`src/rtl/dw03_reg_pipe_hs_pkg.sv`:
```
// Shared helpers for the dw03 handshake pipeline register.
package dw03_pkg;

  // Ceiling log2: the number of bits needed to count 0..n-1.
  function automatic int clog2(input int n);
    int r;
    r = 0;
    for (int i = 0; i < 31; i++) begin
      if ((1 << i) < n) r = i + 1;
    end
    return r;
  endfunction

endpackage

```
`src/rtl/dw03_reg_pipe_hs_if.sv`:
```
// Producer/consumer handshake bundle for dw03_reg_pipe_hs.
// The slave modport is the pipeline side; master is whoever drives it.
interface dw03_reg_pipe_hs_if #(
  parameter int WIDTH = 8,
  parameter int DEPTH = 3
);
  import dw03_pkg::*;

  localparam int CNT_W = clog2(DEPTH + 1);

  logic             clear;
  logic             in_valid;
  logic             in_ready;
  logic [WIDTH-1:0] d;
  logic             out_valid;
  logic             out_ready;
  logic [WIDTH-1:0] q;
  logic [CNT_W-1:0] count;

  modport master (
    output clear, in_valid, d, out_ready,
    input  in_ready, out_valid, q, count
  );

  modport slave (
    input  clear, in_valid, d, out_ready,
    output in_ready, out_valid, q, count
  );

endinterface

```
`src/rtl/dw03_reg_pipe_hs_stage.sv`:
```
// One pipeline slot: a valid flag plus a data word that only changes on load.
module dw03_pipe_stage #(
  parameter int               WIDTH       = 8,
  parameter logic [WIDTH-1:0] RESET_VALUE = '0,
  parameter bit               CLR_DATA    = 1'b0
) (
  input  logic             clk,
  input  logic             reset_N,
  input  logic             clear,
  input  logic             load,
  input  logic             adv,
  input  logic [WIDTH-1:0] d,
  output logic             v,
  output logic [WIDTH-1:0] data
);

  // Valid flag: clear wins, then a new word, then the word leaving.
  always_ff @(posedge clk or negedge reset_N) begin
    if (!reset_N)   v <= 1'b0;
    else if (clear) v <= 1'b0;
    else if (load)  v <= 1'b1;
    else if (adv)   v <= 1'b0;
  end

  // Data register: written only on a real load so idle slots never toggle.
  always_ff @(posedge clk or negedge reset_N) begin
    if (!reset_N)                 data <= RESET_VALUE;
    else if (clear && CLR_DATA)   data <= RESET_VALUE;
    else if (load && !clear)      data <= d;
  end

endmodule

```
`src/rtl/dw03_reg_pipe_hs.sv`:
```
// DEPTH-stage retiming register with valid/ready on both sides.
// Bubbles collapse under back-pressure; the ready path ripples
// combinationally from out_ready back to in_ready (no skid buffer).
module dw03_reg_pipe_hs
  import dw03_pkg::*;
#(
  parameter int               WIDTH       = 8,
  parameter int               DEPTH       = 3,
  parameter logic [WIDTH-1:0] RESET_VALUE = '0,
  parameter bit               CLR_DATA    = 1'b0
) (
  input  logic                clk,
  input  logic                reset_N,
  dw03_reg_pipe_hs_if.slave   bus
);

  localparam int CNT_W = clog2(DEPTH + 1);

  logic [DEPTH-1:0] v;
  logic [DEPTH-1:0] adv;
  logic [DEPTH-1:0] load;
  logic [WIDTH-1:0] data     [DEPTH];
  logic [WIDTH-1:0] stage_in [DEPTH];
  logic [CNT_W-1:0] count_r;
  logic             in_ready_c;

  // Advance chain: a stage moves on when the next slot is free or itself moving.
  always_comb begin
    adv = '0;
    adv[DEPTH-1] = v[DEPTH-1] & bus.out_ready;
    for (int k = DEPTH - 2; k >= 0; k--) begin
      adv[k] = v[k] & (~v[k+1] | adv[k+1]);
    end
  end

  // Input acceptance is blocked during reset and flush.
  assign in_ready_c = reset_N & ~bus.clear & (~v[0] | adv[0]);

  // Each stage loads from the input port or from the stage upstream of it.
  always_comb begin
    load = '0;
    load[0] = bus.in_valid & in_ready_c;
    for (int k = 1; k < DEPTH; k++) begin
      load[k] = adv[k-1];
    end
  end

  for (genvar k = 0; k < DEPTH; k++) begin : g_stage
    // Stage k boundary
    if (k == 0) begin : g_first
      assign stage_in[k] = bus.d;
    end else begin : g_next
      assign stage_in[k] = data[k-1];
    end

    dw03_pipe_stage #(
      .WIDTH       (WIDTH),
      .RESET_VALUE (RESET_VALUE),
      .CLR_DATA    (CLR_DATA)
    ) u_stage (
      .clk     (clk),
      .reset_N (reset_N),
      .clear   (bus.clear),
      .load    (load[k]),
      .adv     (adv[k]),
      .d       (stage_in[k]),
      .v       (v[k]),
      .data    (data[k])
    );
  end

  // Occupancy: +1 on accept, -1 on emit; flush empties it.
  always_ff @(posedge clk or negedge reset_N) begin
    if (!reset_N)       count_r <= '0;
    else if (bus.clear) count_r <= '0;
    else                count_r <= count_r + CNT_W'(load[0]) - CNT_W'(adv[DEPTH-1]);
  end

  assign bus.in_ready  = in_ready_c;
  assign bus.out_valid = v[DEPTH-1];
  assign bus.q         = data[DEPTH-1];
  assign bus.count     = count_r;

endmodule

```
`src/flat_wrapper.sv`:
```
// flat-port wrapper written by rule: the top's interface ports become plain ports
module dw03_reg_pipe_hs_flat import dw03_pkg::*;
#(
  parameter int               WIDTH       = 8,
  parameter int               DEPTH       = 3,
  parameter logic [WIDTH-1:0] RESET_VALUE = '0,
  parameter bit               CLR_DATA    = 1'b0
)
  (clk, reset_N, bus_clear, bus_in_valid, bus_d, bus_out_ready, bus_in_ready, bus_out_valid, bus_q, bus_count);
  dw03_reg_pipe_hs_if #(.WIDTH(WIDTH), .DEPTH(DEPTH)) bus_i ();
  input  logic clk;
  input  logic reset_N;
  input wire logic [$bits(bus_i.clear)-1:0] bus_clear;
  input wire logic [$bits(bus_i.in_valid)-1:0] bus_in_valid;
  input wire logic [$bits(bus_i.d)-1:0] bus_d;
  input wire logic [$bits(bus_i.out_ready)-1:0] bus_out_ready;
  output wire logic [$bits(bus_i.in_ready)-1:0] bus_in_ready;
  output wire logic [$bits(bus_i.out_valid)-1:0] bus_out_valid;
  output wire logic [$bits(bus_i.q)-1:0] bus_q;
  output wire logic [$bits(bus_i.count)-1:0] bus_count;
  assign bus_i.clear = bus_clear;
  assign bus_i.in_valid = bus_in_valid;
  assign bus_i.d = bus_d;
  assign bus_i.out_ready = bus_out_ready;
  assign bus_in_ready = bus_i.in_ready;
  assign bus_out_valid = bus_i.out_valid;
  assign bus_q = bus_i.q;
  assign bus_count = bus_i.count;
  dw03_reg_pipe_hs #(.WIDTH(WIDTH), .DEPTH(DEPTH), .RESET_VALUE(RESET_VALUE), .CLR_DATA(CLR_DATA)) u_core (.clk(clk), .reset_N(reset_N), .bus(bus_i));
endmodule
```
`config.mk`:
```
export PLATFORM = sky130hd
export DESIGN_NAME = dw03_reg_pipe_hs_flat
export DESIGN_NICKNAME = d
export VERILOG_FILES = /design/src/rtl/dw03_reg_pipe_hs_pkg.sv /design/src/rtl/dw03_reg_pipe_hs_if.sv /design/src/rtl/dw03_reg_pipe_hs_stage.sv /design/src/rtl/dw03_reg_pipe_hs.sv /design/src/flat_wrapper.sv
export SDC_FILE = /design/constraint.sdc
export NUM_CORES = 1
export LEC_CHECK = 0
export BUFFER_PORTS_ARGS = -buffer_cell sky130_fd_sc_hd__buf_2
export CAP_MARGIN = 5
export CORE_ASPECT_RATIO = 1.5
export CORE_MARGIN = 8
export CORE_UTILIZATION = 57
export DETAILED_ROUTE_END_ITERATION = 8
export PLACE_DENSITY = 0.82
export SLEW_MARGIN = 20
export SYNTH_ARGS = -nofsm -noshare
export SYNTH_HDL_FRONTEND = slang
export SYNTH_SLANG_ARGS = --single-unit
```
`constraint.sdc`:
```
create_clock -name clk -period 3.4 [get_ports clk]
set_input_delay 0.17 -clock clk [delete_from_list [all_inputs] [get_ports clk]]
set_output_delay 0.17 -clock clk [all_outputs]
set_load 0.05 [all_outputs]
```
==> flow_summary.yaml <==
outcome:
  outcome: "finished clean"
die:
  design.core.area_sq_um: 2210
  initial_core_util: 0.594
  die_area_sq_um: 4120
  rows: 21
  die_w_microns: 55.2
  fp.dieH_microns: 74.7
  io_pins: 25
route:
  firstDrtPassIters: 3
  wl_per_cell_microns: 14.9
  vias_per_cell: 5.30
  drcViolationCount: 0
  via_count: 699
  routed_wl_microns: 1970
  drtAntennaViolNets: 0
  detail_route.iter0.violations: 17
clock_network:
  cts_sinks: 29
  cts_tree: "yes"
  insertion_delay_ns: 0.32
  cts.htree.levels: 2
  numCtsBuffers: 5
  cts_buffer_depth: 2
  cts_root_buf: "clkbuf_4"
  path_clk_slew_ns: 0.09
  ctsResizeCount: 0
power:
  combPwrFrac: 0.315
  pwr-share-seq: 0.490
  switching_share: 0.347
  internal_power_uw: 632
  finalPower_uw: 967
  clockPowerShare: 0.194
  power_switching_uw: 335
  p_per_area_nw_per_um2: 674
  irDropWorstVdd_mv: 0.354
  p_leak_nw: 0.753
timing:
  setup_tns_ns: 0
  worstMarginPinSlew_ns: 0.636
  min_period_over_period: 0.587
  hold_violations: 0
  rsz0062_at_grt: "false"
  final-setup-viol-count: 0
  slew_headroom: 0.576
  period_minus_slack_ns: 2.00
  final.setup_skew_ns: 0.00795
  max_freq_mhz: 501
  drv_slew: 0
  finalWorstSetupSlack_ns: 1.40
critical_path:
  worstSetupPathType: "primary input to flop"
  cpPeakStageDelay_ns: 0.52
  crit_path_max_fanout: 32
  slowest_stage: "dlygate4sd3_1"
  crit_chain: "dlygate4sd3_1 -> buf_2 -> nor4bb_2 -> buf_4 -> ha_1 -> nor2b_1"
  required_ns: 3.61
  critPathLaunchType: "primary input"
  cp-end-kind: "flop"
  crit_arrival_ns: 2.21
logic_synthesis:
  synth_cells: 87
  ys_top_cells_by_area: "dfrtp_1, mux2_4, mux2_1, buf_4, ha_1"
  syn_area_sq_um: 1310
  synth_cell_types: 21
  synth_top_area_share: 0.553
  syn_avg_cell_area_sq_um: 15.1
  synth-seq-cells: 29
  seq_area_frac_synth: 0.553
  synth_nets: 102
  synth_top_area_cell: "dfrtp_1"
  yosysWarnings: 0
placed_design:
  dp_slack_ns: 1.55
  port-buffer-count: 24
  gp_congestion: 0.662
  hpwlAfterDp_microns: 1500
  post-place-cells: 123
global_routing:
  groute.usage.overall: 0.113
  antenna_found_initial: 0
  globalRoute.totalOverflow: 0
  grt_pass1_wl_microns: 3260
  grt_max_degree: 33
  grt_pass1_vias: 730
layout:
  num_antenna_cells: 0
  drive_gt1_frac: 0.486
  stdcell_count: 132
  multi_input_area_sq_um: 479
  mostFrequentLayoutCells: "dfrtp_1, buf_2, mux2_4"
  seq_area_sq_um: 726
  fill_cells: 180
  num-nets-final: 123
  syn_to_final_growth_pct: 9.35
  layout_commonest_cell: "dfrtp_1"
hold_path:
  hold_path.class: "primary input to flop"
job:
  cap_violations: 0
sequential cells by signal, indices dropped and copies added (netlist names):
name	flops
u_core.g_stage.u_stage.data	24
u_core.g_stage.u_stage.v	3
u_core.bus.count	2
power by group through the flow:
stage / clock network [mW] / registers (mW) / logic (mW)
2_1_floorplan: 0 / 0.475 / 0.292
3_3_place_gp: 0 / 0.478 / 0.303
3_5_place_dp: 0 / 0.483 / 0.308
4_1_cts: 0.199 / 0.476 / 0.310
5_1_grt: 0.213 / 0.487 / 0.322
6_report: 0.188 / 0.474 / 0.305
final timing paths:
path	start	end	slack, ns	depth (start not counted)
setup / recovery	reset_N	u_core.bus.count[0]$_DFF_PN0_	1.40	6
hold / removal	bus_d[2]	u_core.g_stage[0].u_stage.data[2]$_DFFE_PN0P_	0.08	2
setup reg to reg	u_core.g_stage[2].u_stage.v$_DFFE_PN0P_	u_core.g_stage[2].u_stage.data[1]$_DFFE_PN0P_	1.74	3
hold reg to reg	u_core.g_stage[0].u_stage.data[0]$_DFFE_PN0P_	u_core.g_stage[1].u_stage.data[0]$_DFFE_PN0P_	0.49	1
max in group asynchronous	reset_N	u_core.g_stage[0].u_stage.v$_DFFE_PN0P_	2.58	2
min in group asynchronous	reset_N	u_core.g_stage[2].u_stage.data[3]$_DFFE_PN0P_	0.40	2
synth_stat cells:
cell,n
xor2_1,1
mux2_4,16
nor2b_2,1
and2_2,1
mux2_1,7
or3b_1,1
xnor2_1,1
ha_1,2
dfrtp_1,29
inv_1,3
a211o_1,1
nor3b_1,1
buf_2,1
and4b_4,1
nor4bb_2,1
nor2b_1,1
buf_6,2
a21oi_1,2
buf_4,9
nor2_1,5
mux2_2,1
cells by family (layout without fill, tap and decap cells):
| family | Yosys count | in the layout | share of synthesized area |
|---|---|---|---|
| buffers and inverters | 15 | 37 | 0.0811 |
| AND/OR/NAND/NOR | 12 | 12 | 0.0668 |
| flip-flops | 29 | 29 | 0.553 |
| XOR/XNOR | 2 | 2 | 0.0134 |
| multiplexers | 24 | 24 | 0.252 |
| AO/OA/AOI/OAI | 3 | 3 | 0.0143 |
| adder cells (fa/ha/maj) | 2 | 2 | 0.0191 |
per-layer routing:
layer,global-route usage,vias to the layer above,wire length [microns]
li1,-,329,-
met1,0.129,343,828
met2,0.164,20,945
met3,0.0395,7,119
met4,0.0885,0,74
met5,0,-,0
metrics by stage:
step	util	cell area [sq um]	hold WS [ns]
after floorplan	-	1310	-0.126
after global placement	0.622	1370	0.217
after detailed placement	0.622	1370	0.227
after CTS	0.650	1430	0.0638
after global routing	0.650	1430	0.0663
final	0.650	1430	0.0789
area by class of cell:
class | instances | share of cell area
inverters | 3 | 0.00785
clock buffers | 6 | 0.0288
well taps | 23 | 0.0201
multi-input cells | 43 | 0.334
flip-flops and latches | 29 | 0.506
clock inverters | 2 | 0.00698
repair buffers | 26 | 0.0960
critical path, delay by kind of cell:
| family | cells | cell delay (ns) |
|---|---|---|
| and+or+nand+nor | 2 | 0.49 |
| adders and majority gates | 1 | 0.25 |
| buffers and inverters | 3 | 1.29 |
what timing repair did:
item	in CTS	in global routing
hold endpoints to repair	29	0
setup buffers	0	0
hold buffers	1	0
Power figures use the tool's default switching activity.
